### config.mk
export PLATFORM = sky130hd
export DESIGN_NAME = mem_arbiter_flat
export DESIGN_NICKNAME = d
export VERILOG_FILES = /design/src/rtl/mem_arbiter_if.sv /design/src/rtl/mem_arbiter.sv /design/src/flat_wrapper.sv
export SDC_FILE = /design/constraint.sdc
export NUM_CORES = 1
export LEC_CHECK = 0
export CAP_MARGIN = 30
export CORE_MARGIN = 2
export CORE_UTILIZATION = 32
export DETAILED_ROUTE_END_ITERATION = 8
export GPL_TIMING_DRIVEN = 0
export PLACE_DENSITY = 0.76
export SYNTH_ARGS = -nofsm -noshare
export SYNTH_HDL_FRONTEND = slang
export SYNTH_SLANG_ARGS = --single-unit
export TNS_END_PERCENT = 50
### constraint.sdc
create_clock -name Clk -period 1.5 [get_ports Clk]
set_input_delay 0.15 -clock Clk [delete_from_list [all_inputs] [get_ports Clk]]
set_output_delay 0.15 -clock Clk [all_outputs]
set_load 0.01 [all_outputs]
### src/rtl/mem_arbiter_if.sv
// Bundle of the fetch port, data port, memory port and status signals of the arbiter.
// The arbiter connects through the slave modport; requesters and memory use master.
interface mem_arbiter_if #(
  parameter int ADDR_W = 16,
  parameter int DATA_W = 16
);
  logic              I_Req;
  logic [ADDR_W-1:0] I_Addr;
  logic              I_Ack;
  logic [DATA_W-1:0] I_Rdata;

  logic              D_Req;
  logic              D_We;
  logic [ADDR_W-1:0] D_Addr;
  logic [DATA_W-1:0] D_Wdata;
  logic              D_Ack;
  logic [DATA_W-1:0] D_Rdata;

  logic [ADDR_W-1:0] Mem_Address;
  logic [DATA_W-1:0] Mem_Writedata;
  logic              Mem_Memread;
  logic              Mem_Memwrite;
  logic [DATA_W-1:0] Mem_Memdata;

  logic              Busy;
  logic              Owner;

  modport slave (
    input  I_Req, I_Addr, D_Req, D_We, D_Addr, D_Wdata, Mem_Memdata,
    output I_Ack, I_Rdata, D_Ack, D_Rdata,
    output Mem_Address, Mem_Writedata, Mem_Memread, Mem_Memwrite,
    output Busy, Owner
  );

  modport master (
    output I_Req, I_Addr, D_Req, D_We, D_Addr, D_Wdata, Mem_Memdata,
    input  I_Ack, I_Rdata, D_Ack, D_Rdata,
    input  Mem_Address, Mem_Writedata, Mem_Memread, Mem_Memwrite,
    input  Busy, Owner
  );
endinterface

### src/rtl/mem_arbiter.sv
// Round-robin arbiter sharing one single-port data memory between an instruction
// fetch port and a data port; each transaction runs IDLE -> ACCESS -> RESP.
module mem_arbiter #(
  parameter int ADDR_W = 16,
  parameter int DATA_W = 16
) (
  input  logic          Clk,
  input  logic          Reset,
  mem_arbiter_if.slave  bus
);

  typedef enum logic [1:0] {
    S_IDLE   = 2'd0,
    S_ACCESS = 2'd1,
    S_RESP   = 2'd2
  } state_t;

  state_t            r_state;
  logic              r_owner;
  logic              r_we;
  logic [ADDR_W-1:0] r_addr;
  logic [DATA_W-1:0] r_wdata;
  logic              r_i_ack;
  logic              r_d_ack;

  logic w_any_req;
  logic w_grant_d;
  logic w_access;

  assign w_any_req = bus.I_Req | bus.D_Req;
  // On a tie the port that did not win last time gets the grant.
  assign w_grant_d = bus.D_Req & (~bus.I_Req | ~r_owner);

  always_ff @(posedge Clk or posedge Reset) begin
    if (Reset) begin
      r_state <= S_IDLE;
      r_owner <= 1'b1;
      r_we    <= 1'b0;
      r_addr  <= '0;
      r_wdata <= '0;
      r_i_ack <= 1'b0;
      r_d_ack <= 1'b0;
    end else begin
      case (r_state)
        S_IDLE: begin
          if (w_any_req) begin
            r_state <= S_ACCESS;
            r_owner <= w_grant_d;
            r_addr  <= w_grant_d ? bus.D_Addr : bus.I_Addr;
            r_wdata <= w_grant_d ? bus.D_Wdata : '0;
            r_we    <= w_grant_d & bus.D_We;
          end
        end
        S_ACCESS: begin
          r_state <= S_RESP;
          r_i_ack <= ~r_owner;
          r_d_ack <= r_owner;
        end
        S_RESP: begin
          r_state <= S_IDLE;
          r_i_ack <= 1'b0;
          r_d_ack <= 1'b0;
        end
        default: begin
          r_state <= S_IDLE;
          r_i_ack <= 1'b0;
          r_d_ack <= 1'b0;
        end
      endcase
    end
  end

  // Memory strobes decode straight from state so an async reset kills them at once.
  assign w_access          = (r_state == S_ACCESS);
  assign bus.Mem_Address   = w_access ? r_addr  : '0;
  assign bus.Mem_Writedata = w_access ? r_wdata : '0;
  assign bus.Mem_Memwrite  = w_access & r_we;
  assign bus.Mem_Memread   = w_access & ~r_we;

  assign bus.I_Ack   = r_i_ack;
  assign bus.D_Ack   = r_d_ack;
  assign bus.I_Rdata = r_i_ack ? bus.Mem_Memdata : '0;
  assign bus.D_Rdata = (r_d_ack & ~r_we) ? bus.Mem_Memdata : '0;

  assign bus.Busy  = (r_state != S_IDLE);
  assign bus.Owner = r_owner;

endmodule

### src/flat_wrapper.sv
// flat-port wrapper written by rule: the top's interface ports become plain ports
module mem_arbiter_flat 
#(
  parameter int ADDR_W = 16,
  parameter int DATA_W = 16
)
  (Clk, Reset, bus_I_Req, bus_I_Addr, bus_D_Req, bus_D_We, bus_D_Addr, bus_D_Wdata, bus_Mem_Memdata, bus_I_Ack, bus_I_Rdata, bus_D_Ack, bus_D_Rdata, bus_Mem_Address, bus_Mem_Writedata, bus_Mem_Memread, bus_Mem_Memwrite, bus_Busy, bus_Owner);
  mem_arbiter_if #(.ADDR_W(ADDR_W), .DATA_W(DATA_W)) bus_i ();
  input  logic Clk;
  input  logic Reset;
  input wire logic [$bits(bus_i.I_Req)-1:0] bus_I_Req;
  input wire logic [$bits(bus_i.I_Addr)-1:0] bus_I_Addr;
  input wire logic [$bits(bus_i.D_Req)-1:0] bus_D_Req;
  input wire logic [$bits(bus_i.D_We)-1:0] bus_D_We;
  input wire logic [$bits(bus_i.D_Addr)-1:0] bus_D_Addr;
  input wire logic [$bits(bus_i.D_Wdata)-1:0] bus_D_Wdata;
  input wire logic [$bits(bus_i.Mem_Memdata)-1:0] bus_Mem_Memdata;
  output wire logic [$bits(bus_i.I_Ack)-1:0] bus_I_Ack;
  output wire logic [$bits(bus_i.I_Rdata)-1:0] bus_I_Rdata;
  output wire logic [$bits(bus_i.D_Ack)-1:0] bus_D_Ack;
  output wire logic [$bits(bus_i.D_Rdata)-1:0] bus_D_Rdata;
  output wire logic [$bits(bus_i.Mem_Address)-1:0] bus_Mem_Address;
  output wire logic [$bits(bus_i.Mem_Writedata)-1:0] bus_Mem_Writedata;
  output wire logic [$bits(bus_i.Mem_Memread)-1:0] bus_Mem_Memread;
  output wire logic [$bits(bus_i.Mem_Memwrite)-1:0] bus_Mem_Memwrite;
  output wire logic [$bits(bus_i.Busy)-1:0] bus_Busy;
  output wire logic [$bits(bus_i.Owner)-1:0] bus_Owner;
  assign bus_i.I_Req = bus_I_Req;
  assign bus_i.I_Addr = bus_I_Addr;
  assign bus_i.D_Req = bus_D_Req;
  assign bus_i.D_We = bus_D_We;
  assign bus_i.D_Addr = bus_D_Addr;
  assign bus_i.D_Wdata = bus_D_Wdata;
  assign bus_i.Mem_Memdata = bus_Mem_Memdata;
  assign bus_I_Ack = bus_i.I_Ack;
  assign bus_I_Rdata = bus_i.I_Rdata;
  assign bus_D_Ack = bus_i.D_Ack;
  assign bus_D_Rdata = bus_i.D_Rdata;
  assign bus_Mem_Address = bus_i.Mem_Address;
  assign bus_Mem_Writedata = bus_i.Mem_Writedata;
  assign bus_Mem_Memread = bus_i.Mem_Memread;
  assign bus_Mem_Memwrite = bus_i.Mem_Memwrite;
  assign bus_Busy = bus_i.Busy;
  assign bus_Owner = bus_i.Owner;
  mem_arbiter #(.ADDR_W(ADDR_W), .DATA_W(DATA_W)) u_core (.Clk(Clk), .Reset(Reset), .bus(bus_i));
endmodule
==> report_table.html, run 1 <==
<table>
<tr><th>Metric</th><th>Value</th></tr>
<tr><th colspan="2">Yosys</th></tr>
<tr><td>Share of the yosys chip area belonging to registers</td><td>a little under half</td></tr>
<tr><td>Largest cells by area after synthesis</td><td>sky130_fd_sc_hd__dfrtp_1, sky130_fd_sc_hd__and2_1, sky130_fd_sc_hd__mux2_2</td></tr>
<tr><td>Count of yosys warnings during synthesis</td><td>0</td></tr>
<tr><td>Share of flip-flops with an asynchronous set or reset after synthesis</td><td>100.0%</td></tr>
<tr><td>Complex-gate fraction of the synthesized area</td><td>8.943%</td></tr>
<tr><td>Post-synthesis cell type count</td><td>18</td></tr>
<tr><td>Proportion of netlist area held by the largest area contributor</td><td>44.71%</td></tr>
<tr><td>Cells after Synth</td><td>180</td></tr>
<tr><td>Commonest cells in the netlist</td><td>sky130_fd_sc_hd__and2_1, sky130_fd_sc_hd__dfrtp_1, sky130_fd_sc_hd__mux2_2, sky130_fd_sc_hd__a22o_1, sky130_fd_sc_hd__mux2_4</td></tr>
<tr><td>Simple-gate share of the synthesized area</td><td>21.57%</td></tr>
<tr><td>Share of cell area taken by muxes after synthesis</td><td>just over 20%</td></tr>
<tr><td>Largest family of logic cells by synthesized area</td><td>simple AND/OR/NAND/NOR gates</td></tr>
<tr><td>Commonest register cell after synthesis</td><td>sky130_fd_sc_hd__dfrtp_1</td></tr>
<tr><td>Seq cells post-synth</td><td>38</td></tr>
<tr><td>Post-synthesis net count</td><td>249</td></tr>
<tr><td>Arithmetic-cell share of the synthesized area counting full adders, half adders and majority gates</td><td>0%</td></tr>
<tr><td>Biggest area consumer among synthesized cells</td><td>sky130_fd_sc_hd__dfrtp_1</td></tr>
<tr><td>Count of flip-flops with a built-in enable after synthesis</td><td>0</td></tr>
<tr><td>Cell Area, Synth</td><td>2071 um2</td></tr>
<tr><td>Cell with the most instances after synthesis</td><td>sky130_fd_sc_hd__and2_1</td></tr>
<tr><td>Synthesized area divided by synthesized cell count</td><td>11.50 um2</td></tr>
<tr><td>Xor/xnor share of the synthesized area</td><td>0%</td></tr>
<tr><th colspan="2">STA</th></tr>
<tr><td>Setup clock skew after layout</td><td>3.184 ps</td></tr>
<tr><td>Worst slew margin relative to its limit</td><td>approximately 47%</td></tr>
<tr><td>Worst hold-check slack</td><td>approximately 330 ps</td></tr>
<tr><td>Timing-limited maximum frequency</td><td>just over 0.6 GHz</td></tr>
<tr><td>Post-route minimum period</td><td>roughly 1600 ps</td></tr>
<tr><td>Slew at the pin closest to its max-slew limit</td><td>793.8 ps</td></tr>
<tr><td>Setup WS post-layout</td><td>-138.2 ps</td></tr>
<tr><td>Max-slew violations</td><td>0</td></tr>
<tr><td>Final-layout setup total negative slack</td><td>-3686 ps</td></tr>
<tr><td>Final-report hold violation count</td><td>0</td></tr>
<tr><td>RSZ-0062 raised after global routing</td><td>yes</td></tr>
<tr><td>Final Cycle Share</td><td>109.2%</td></tr>
<tr><td>Number of setup violations in the final report</td><td>slightly below 50</td></tr>
<tr><th colspan="2">Clocking</th></tr>
<tr><td>Clock tree from TritonCTS</td><td>yes</td></tr>
<tr><td>Source-to-sink clock delay at the later pin of the worst-skew pair</td><td>290 ps</td></tr>
<tr><td>Clock Sink Count</td><td>38</td></tr>
<tr><td>Reg clk slew, reported paths</td><td>70 ps</td></tr>
<tr><td>Cts hold-fix bufs</td><td>0</td></tr>
<tr><td>CTS buffer count</td><td>5</td></tr>
<tr><td>H-tree depth</td><td>2</td></tr>
<tr><td>Clk root buf</td><td>sky130_fd_sc_hd__clkbuf_8</td></tr>
<tr><td>Worst-case clock buffer depth</td><td>2</td></tr>
<tr><th colspan="2">Hold path</th></tr>
<tr><td>Hold/Removal Path Class</td><td>in -&gt; async</td></tr>
<tr><th colspan="2">Place</th></tr>
<tr><td>Routability-driven placement congestion ratio</td><td>between 0.7 and 0.8</td></tr>
<tr><td>Final HPWL from detailed placement</td><td>4624 um</td></tr>
<tr><td>Count of input and output buffers</td><td>between 100 and 150</td></tr>
<tr><th colspan="2">GRT</th></tr>
<tr><td>Overall overflow remaining after global route</td><td>0</td></tr>
<tr><td>Vias in the first global route</td><td>2,046</td></tr>
<tr><td>Global-route wire length before repair</td><td>10,240 um</td></tr>
<tr><td>Maximum number of pins on one net before global-route repair</td><td>39</td></tr>
<tr><td>GRT Util Overall</td><td>18.12%</td></tr>
<tr><td>Initial antenna violation count</td><td>0</td></tr>
<tr><th colspan="2">Floorplanning</th></tr>
<tr><td>CORE AREA</td><td>roughly 6300 um2</td></tr>
<tr><td>Initial Util</td><td>32.80%</td></tr>
<tr><td>Width of the die</td><td>between 80 and 90 um</td></tr>
<tr><td>Height of the chip</td><td>approximately 84 um</td></tr>
<tr><td>Placement Rows</td><td>29</td></tr>
<tr><td>Number of primary I/O pins</td><td>between 100 and 150</td></tr>
<tr><td>Die area</td><td>approximately 7000 um2</td></tr>
<tr><th colspan="2">Critical path</th></tr>
<tr><td>Required time reported for the critical path endpoint</td><td>1350 ps</td></tr>
<tr><td>Critical path startpoint category</td><td>register</td></tr>
<tr><td>Maximum fanout encountered on the critical timing path</td><td>4</td></tr>
<tr><td>Type of the worst setup path</td><td>reg -&gt; out</td></tr>
<tr><td>Arrival time at the worst endpoint</td><td>between 1000 and 1500 ps</td></tr>
<tr><td>Endpoint class of the critical path</td><td>primary output</td></tr>
<tr><th colspan="2">Pwr</th></tr>
<tr><td>Switching power share of the total</td><td>32.74%</td></tr>
<tr><td>Clock group share of total power</td><td>11.6%</td></tr>
<tr><td>Leakage component of the power</td><td>around 0.0020 uW</td></tr>
<tr><td>Sequential cell fraction of total power</td><td>roughly a quarter</td></tr>
<tr><td>Sw Pwr</td><td>2291 uW</td></tr>
<tr><td>Comb power frac</td><td>62.3%</td></tr>
<tr><td>Pwr per Cell Area</td><td>~1700 nW/um2</td></tr>
<tr><td>Internal power</td><td>4705 uW</td></tr>
<tr><td>Max VDD drop</td><td>0.0008833 V</td></tr>
<tr><th colspan="2">Outcome</th></tr>
<tr><td>Violations in the final reports</td><td>negative setup slack</td></tr>
<tr><td>Status</td><td>finished with violations</td></tr>
<tr><th colspan="2">Detailed routing</th></tr>
<tr><td>Remaining antenna violation count after routing</td><td>0</td></tr>
<tr><td>Remaining routing DRC violations</td><td>0</td></tr>
<tr><td>Number of vias per cell after detailed routing</td><td>4.675</td></tr>
<tr><td>Initial DRC Count</td><td>92</td></tr>
<tr><td>Total wire length after detailed routing</td><td>6503 um</td></tr>
<tr><td>First-pass DRT Iterations</td><td>4</td></tr>
<tr><td>Routed wirelength normalized by instance count</td><td>14.98 um</td></tr>
<tr><td>Total number of vias</td><td>2,029</td></tr>
<tr><th colspan="2">Finish</th></tr>
<tr><td>Ant. Diodes</td><td>0</td></tr>
<tr><td>Sequential cell area</td><td>around 950 um2</td></tr>
<tr><td>Synth-to-layout area growth</td><td>94.62%</td></tr>
<tr><td>Final net count</td><td>425</td></tr>
<tr><td>Core Util, Final</td><td>63.83%</td></tr>
<tr><td>Area of combinational cells with multiple inputs</td><td>1157 um2</td></tr>
<tr><td>Filler cell count in the final layout</td><td>487</td></tr>
<tr><td>Fraction of layout cells with a size suffix above 1</td><td>between 40% and 50%</td></tr>
<tr><th colspan="2">Job</th></tr>
<tr><td>Maximum Capacitance Violations</td><td>0</td></tr>
</table>
==> stage by stage <==
stage | setup WS, ps | power [uW] | std cells | instance area (um2)
floorplan | -8.567 | 3481 | 180 | 2071
global placement | -699.8 | 5050 | 395 | 3548
detailed placement | -682.8 | 5113 | 395 | 3548
CTS | -141.8 | 6551 | 423 | 3894
global route | -207.5 | 7446 | 434 | 4030
finish | -138.2 | 6996 | 434 | 4030
==> layer usage <==
metal  share of wire (%)  wire length (um)  track usage [%]
met1                  38              2447            19.86
met2                  52              3379            33.33
met3                 8.6               561            5.605
met4                 1.8               115            5.772
met5                   0                 0                0
==> power by group through the flow <==
stage / registers [uW] / clock network, uW / logic [uW]
floorplan: 1760 / 0 / 1720
global placement: 1810 / 0 / 3240
detailed placement: 1830 / 0 / 3280
CTS: 1810 / 829 / 3920
global route: 1890 / 886 / 4670
finish: 1830 / 810 / 4360
==> cell families after synthesis <==
group | Yosys count
simple gates | 73
mux | 34
buf+inv | 15
flops | 38
compound gates | 20
==> final timing paths <==
| check | slack (ps) | to | cells past startpoint | from |
|---|---|---|---|---|
| worst max-delay path | -140 | bus_Mem_Writedata[7] | 6 | u_core.r_state[1] |
| worst min-delay path | 330 | u_core.r_addr[1] | 2 | Reset |
| worst max register to register | -70 | u_core.r_addr[6] | 4 | u_core.bus.Owner |
| worst min register to register | 500 | u_core.r_wdata[1] | 1 | u_core.r_wdata[1] |
| max in group asynchronous | 620 | u_core.bus.I_Ack | 2 | Reset |
| min in group Clk | 460 | u_core.r_wdata[2] | 2 | bus_D_Wdata[2] |
==> registers in the layout (all words and copies together) (netlist names) <==
name	cells
u_core.r_addr	16
u_core.r_wdata	16
u_core.r_state	2
u_core.bus.D_Ack	1
u_core.bus.I_Ack	1
u_core.bus.Owner	1
u_core.r_we	1
==> cell usage in the layout (no fill, tap or decap), types with 5 or more instances in the layout <==
cell type / instances
sky130_fd_sc_hd__buf_4: 22
sky130_fd_sc_hd__and2_1: 42
sky130_fd_sc_hd__buf_2: 9
sky130_fd_sc_hd__mux2_2: 20
sky130_fd_sc_hd__mux2_4: 12
sky130_fd_sc_hd__dfrtp_1: 36
sky130_fd_sc_hd__dlygate4sd2_1: 17
sky130_fd_sc_hd__buf_6: 36
sky130_fd_sc_hd__a22o_1: 17
sky130_fd_sc_hd__clkbuf_2: 16
sky130_fd_sc_hd__buf_8: 5
sky130_fd_sc_hd__clkbuf_8: 10
sky130_fd_sc_hd__clkdlybuf4s50_1: 67
sky130_fd_sc_hd__and2_4: 23
==> cell type report <==
cell class	count	area share, %
Timing Repair Buffer	169	38.65
Multi-Input combinational cell	127	28.72
Sequential cell	38	23.66
Buffer	11	3.477
Clock buffer	8	2.732
Tap cell	77	2.391
Inverter	4	0.3726
==> critical path, cell delays in order, from the launching register on <==
cell	delay [ps]
sky130_fd_sc_hd__dfrtp_1	420
sky130_fd_sc_hd__nor2b_4	190
sky130_fd_sc_hd__buf_4	150
sky130_fd_sc_hd__buf_8	90
sky130_fd_sc_hd__buf_6	90
sky130_fd_sc_hd__and2_1	130
sky130_fd_sc_hd__buf_2	140
==> repair_timing <==
action,CTS,global route
endpoints found under the setup margin,89,87
resized for setup,256,55
setup buffers,20,12
pin swaps,19,8
Power figures use the tool's default switching activity.
==> run 2, diff against run 1 <==
--- a/config.mk
+++ b/config.mk
@@ -10,6 +10,7 @@
 export CORE_UTILIZATION = 32
 export DETAILED_ROUTE_END_ITERATION = 8
 export GPL_TIMING_DRIVEN = 0
+export MAX_ROUTING_LAYER = met4
 export PLACE_DENSITY = 0.76
 export SYNTH_ARGS = -nofsm -noshare
 export SYNTH_HDL_FRONTEND = slang
==> run 2 against run 1 <==
Compared with the run above: worst setup slack improved by 2.7 ps; the flow still finishes with violations (negative setup slack); critical endpoint is now bus_Mem_Address[8]; critical path type unchanged; combinational power is essentially flat; sequential share of layout area unchanged; largest power group unchanged; register-to-register slack barely moved.
==> report_table.html, run 2 (same netlist as run 1, synthesis figures left out) <==
<table>
<tr><th>Metric</th><th>Value</th></tr>
<tr><th colspan="2">Critical path</th></tr>
<tr><td>Critical path startpoint category</td><td>register</td></tr>
<tr><td>Required time reported for the critical path endpoint</td><td>1350 ps</td></tr>
<tr><td>Arrival time at the worst endpoint</td><td>1490 ps</td></tr>
<tr><td>Maximum fanout encountered on the critical timing path</td><td>4</td></tr>
<tr><td>Endpoint class of the critical path</td><td>primary output</td></tr>
<tr><td>Type of the worst setup path</td><td>reg -&gt; out</td></tr>
<tr><th colspan="2">Detailed routing</th></tr>
<tr><td>Remaining antenna violation count after routing</td><td>0</td></tr>
<tr><td>Number of vias per cell after detailed routing</td><td>4.675</td></tr>
<tr><td>Routed wirelength normalized by instance count</td><td>14.99 um</td></tr>
<tr><td>Remaining routing DRC violations</td><td>0</td></tr>
<tr><td>First-pass DRT Iterations</td><td>4</td></tr>
<tr><td>Total number of vias</td><td>between 2,000 and 2,500</td></tr>
<tr><td>Total wire length after detailed routing</td><td>between 6000 and 7000 um</td></tr>
<tr><td>Initial DRC Count</td><td>104</td></tr>
<tr><th colspan="2">Pwr</th></tr>
<tr><td>Leakage component of the power</td><td>0.002014 uW</td></tr>
<tr><td>Max VDD drop</td><td>0.0008826 V</td></tr>
<tr><td>Pwr per Cell Area</td><td>1736 nW/um2</td></tr>
<tr><td>Final Total Pwr</td><td>6996 uW</td></tr>
<tr><th colspan="2">GRT</th></tr>
<tr><td>GRT Util Overall</td><td>around a fifth</td></tr>
<tr><td>Maximum number of pins on one net before global-route repair</td><td>39</td></tr>
<tr><td>Vias in the first global route</td><td>2,043</td></tr>
<tr><td>Overall overflow remaining after global route</td><td>0</td></tr>
<tr><td>Initial antenna violation count</td><td>0</td></tr>
<tr><td>Global-route wire length before repair</td><td>between 10,000 and 15,000 um</td></tr>
<tr><th colspan="2">Place</th></tr>
<tr><td>Final HPWL from detailed placement</td><td>4624 um</td></tr>
<tr><td>Count of input and output buffers</td><td>138</td></tr>
<tr><td>Routability-driven placement congestion ratio</td><td>between 0.7 and 0.8</td></tr>
<tr><th colspan="2">Finish</th></tr>
<tr><td>Filler cell count in the final layout</td><td>about 490</td></tr>
<tr><td>Commonest non-fill, non-tap cells in the layout</td><td>sky130_fd_sc_hd__clkdlybuf4s50_1, sky130_fd_sc_hd__and2_1, sky130_fd_sc_hd__buf_6, sky130_fd_sc_hd__dfrtp_1, sky130_fd_sc_hd__and2_4</td></tr>
<tr><td>Ant. Diodes</td><td>0</td></tr>
<tr><td>Final net count</td><td>425</td></tr>
<tr><td>Synth-to-layout area growth</td><td>94.62%</td></tr>
<tr><td>Fraction of layout cells with a size suffix above 1</td><td>approximately 47%</td></tr>
<tr><td>Most common cell after layout, fill and taps aside</td><td>sky130_fd_sc_hd__clkdlybuf4s50_1</td></tr>
<tr><td>Largest registers</td><td>u_core.r_addr x16, u_core.r_wdata x16, u_core.r_state x2</td></tr>
<tr><th colspan="2">Floorplanning</th></tr>
<tr><td>Initial Util</td><td>32.80%</td></tr>
<tr><td>Number of primary I/O pins</td><td>about 140</td></tr>
<tr><td>Die area</td><td>just over 7000 um2</td></tr>
<tr><td>Placement Rows</td><td>29</td></tr>
<tr><td>Width of the die</td><td>84.44 um</td></tr>
<tr><td>CORE AREA</td><td>6314 um2</td></tr>
<tr><td>Height of the chip</td><td>84.44 um</td></tr>
<tr><th colspan="2">Clocking</th></tr>
<tr><td>Clock Sink Count</td><td>38</td></tr>
<tr><td>Reg clk slew, reported paths</td><td>around 70 ps</td></tr>
<tr><td>Source-to-sink clock delay at the later pin of the worst-skew pair</td><td>290 ps</td></tr>
<tr><td>Clk root buf</td><td>sky130_fd_sc_hd__clkbuf_8</td></tr>
<tr><td>Worst-case clock buffer depth</td><td>2</td></tr>
<tr><td>Clock tree from TritonCTS</td><td>yes</td></tr>
<tr><td>CTS buffer count</td><td>5</td></tr>
<tr><td>H-tree depth</td><td>2</td></tr>
<tr><th colspan="2">STA</th></tr>
<tr><td>Final Cycle Share</td><td>109.0%</td></tr>
<tr><td>Setup WS post-layout</td><td>-135.6 ps</td></tr>
<tr><td>Worst hold-check slack</td><td>335.9 ps</td></tr>
<tr><td>Worst slew margin relative to its limit</td><td>46.30%</td></tr>
<tr><td>Slew at the pin closest to its max-slew limit</td><td>804.4 ps</td></tr>
<tr><td>Final-report hold violation count</td><td>0</td></tr>
<tr><td>Max-slew violations</td><td>0</td></tr>
<tr><td>RSZ-0062 raised after global routing</td><td>yes</td></tr>
<tr><td>Number of setup violations in the final report</td><td>50</td></tr>
<tr><td>Timing-limited maximum frequency</td><td>0.6114 GHz</td></tr>
<tr><td>Post-route minimum period</td><td>1636 ps</td></tr>
<tr><td>Setup clock skew after layout</td><td>4.067 ps</td></tr>
<tr><th colspan="2">Outcome</th></tr>
<tr><td>Status</td><td>finished with violations</td></tr>
<tr><td>Violations in the final reports</td><td>negative setup slack</td></tr>
<tr><th colspan="2">Hold path</th></tr>
<tr><td>Hold/Removal Path Class</td><td>in -&gt; async</td></tr>
<tr><th colspan="2">Job</th></tr>
<tr><td>Maximum Capacitance Violations</td><td>0</td></tr>
</table>
==> run 2: cell type report <==
class / instances / area (um2) / share of cell area, %
inverters: 4 / 15.01 / 0.3726
repair buffers: 169 / 1558 / 38.65
plain buffers: 11 / 140.1 / 3.477
multi-input cells: 127 / 1157 / 28.72
clock buffers: 8 / 110.1 / 2.732
well taps: 77 / 96.34 / 2.391
flip-flops and latches: 38 / 953.4 / 23.66
==> run 2: per-stage QoR <==
step / cells / utilization (%) / setup WS [ps] / TNS (ps) / area (um2)
floorplan: 180 / - / -8.567 / -85.67 / 2071
global placement: 395 / 56.20 / -699.8 / -49710 / 3548
detailed placement: 395 / 56.20 / -682.8 / -36830 / 3548
CTS: 423 / 61.67 / -141.8 / -3296 / 3894
global route: 434 / 63.83 / -205.6 / -7192 / 4030
finish: 434 / 63.83 / -135.6 / -3562 / 4030
==> run 2: path summary, 6_finish.rpt <==
check	startpoint	endpoint	slack (ps)	cells after the start
max	u_core.r_state[1]	bus_Mem_Address[8]	-140	6
min	Reset	u_core.r_addr[1]	340	2
min reg2reg	u_core.r_wdata[1]	u_core.r_wdata[1]	500	1
max in group asynchronous	Reset	u_core.bus.I_Ack	610	2
min in group Clk	bus_D_Wdata[2]	u_core.r_wdata[2]	460	2
max reg2reg	u_core.bus.Owner	u_core.r_addr[6]	-80	4
==> run 2: per-layer routing <==
layer / vias up / part of all wire, % / track usage [%]
met2: 102 / 52 / 33.33
li1: 963 / - / -
met3: 11 / 7.5 / 4.523
met1: 953 / 39 / 20.73
met4: 0 / 1.8 / 5.772
met5: - / 0 / -
==> run 2: timing repair <==
action,CTS,global route
buffers inserted,20,12
hold endpoints to repair,0,0
hold buffers,0,0
gates resized for setup,256,57
pin swaps,19,8
endpoints found under the setup margin,89,87
==> run 2: worst max-delay path, stage by stage, from the launching register on <==
cell and delay, ps:
sky130_fd_sc_hd__dfrtp_1 420, sky130_fd_sc_hd__nor2b_4 190, sky130_fd_sc_hd__clkbuf_8 170, sky130_fd_sc_hd__buf_6 100, sky130_fd_sc_hd__buf_6 90, sky130_fd_sc_hd__and2_1 110, sky130_fd_sc_hd__buf_2 130
==> run 2: power by group <==
group / switching (uW) / internal (uW) / leakage, uW
sequential: 291 / 1540 / 0.000467
clock: 346 / 464 / 0.0000575
combinational: 1650 / 2700 / 0.00149
==> run 3, diff against run 2 <==
--- a/config.mk
+++ b/config.mk
@@ -12,6 +12,7 @@
 export GPL_TIMING_DRIVEN = 0
 export MAX_ROUTING_LAYER = met4
 export PLACE_DENSITY = 0.76
+export SLEW_MARGIN = 10
 export SYNTH_ARGS = -nofsm -noshare
 export SYNTH_HDL_FRONTEND = slang
 export SYNTH_SLANG_ARGS = --single-unit
==> results of run 3 <==
The final DEF is identical to that of run 2; final timing and power are the same.
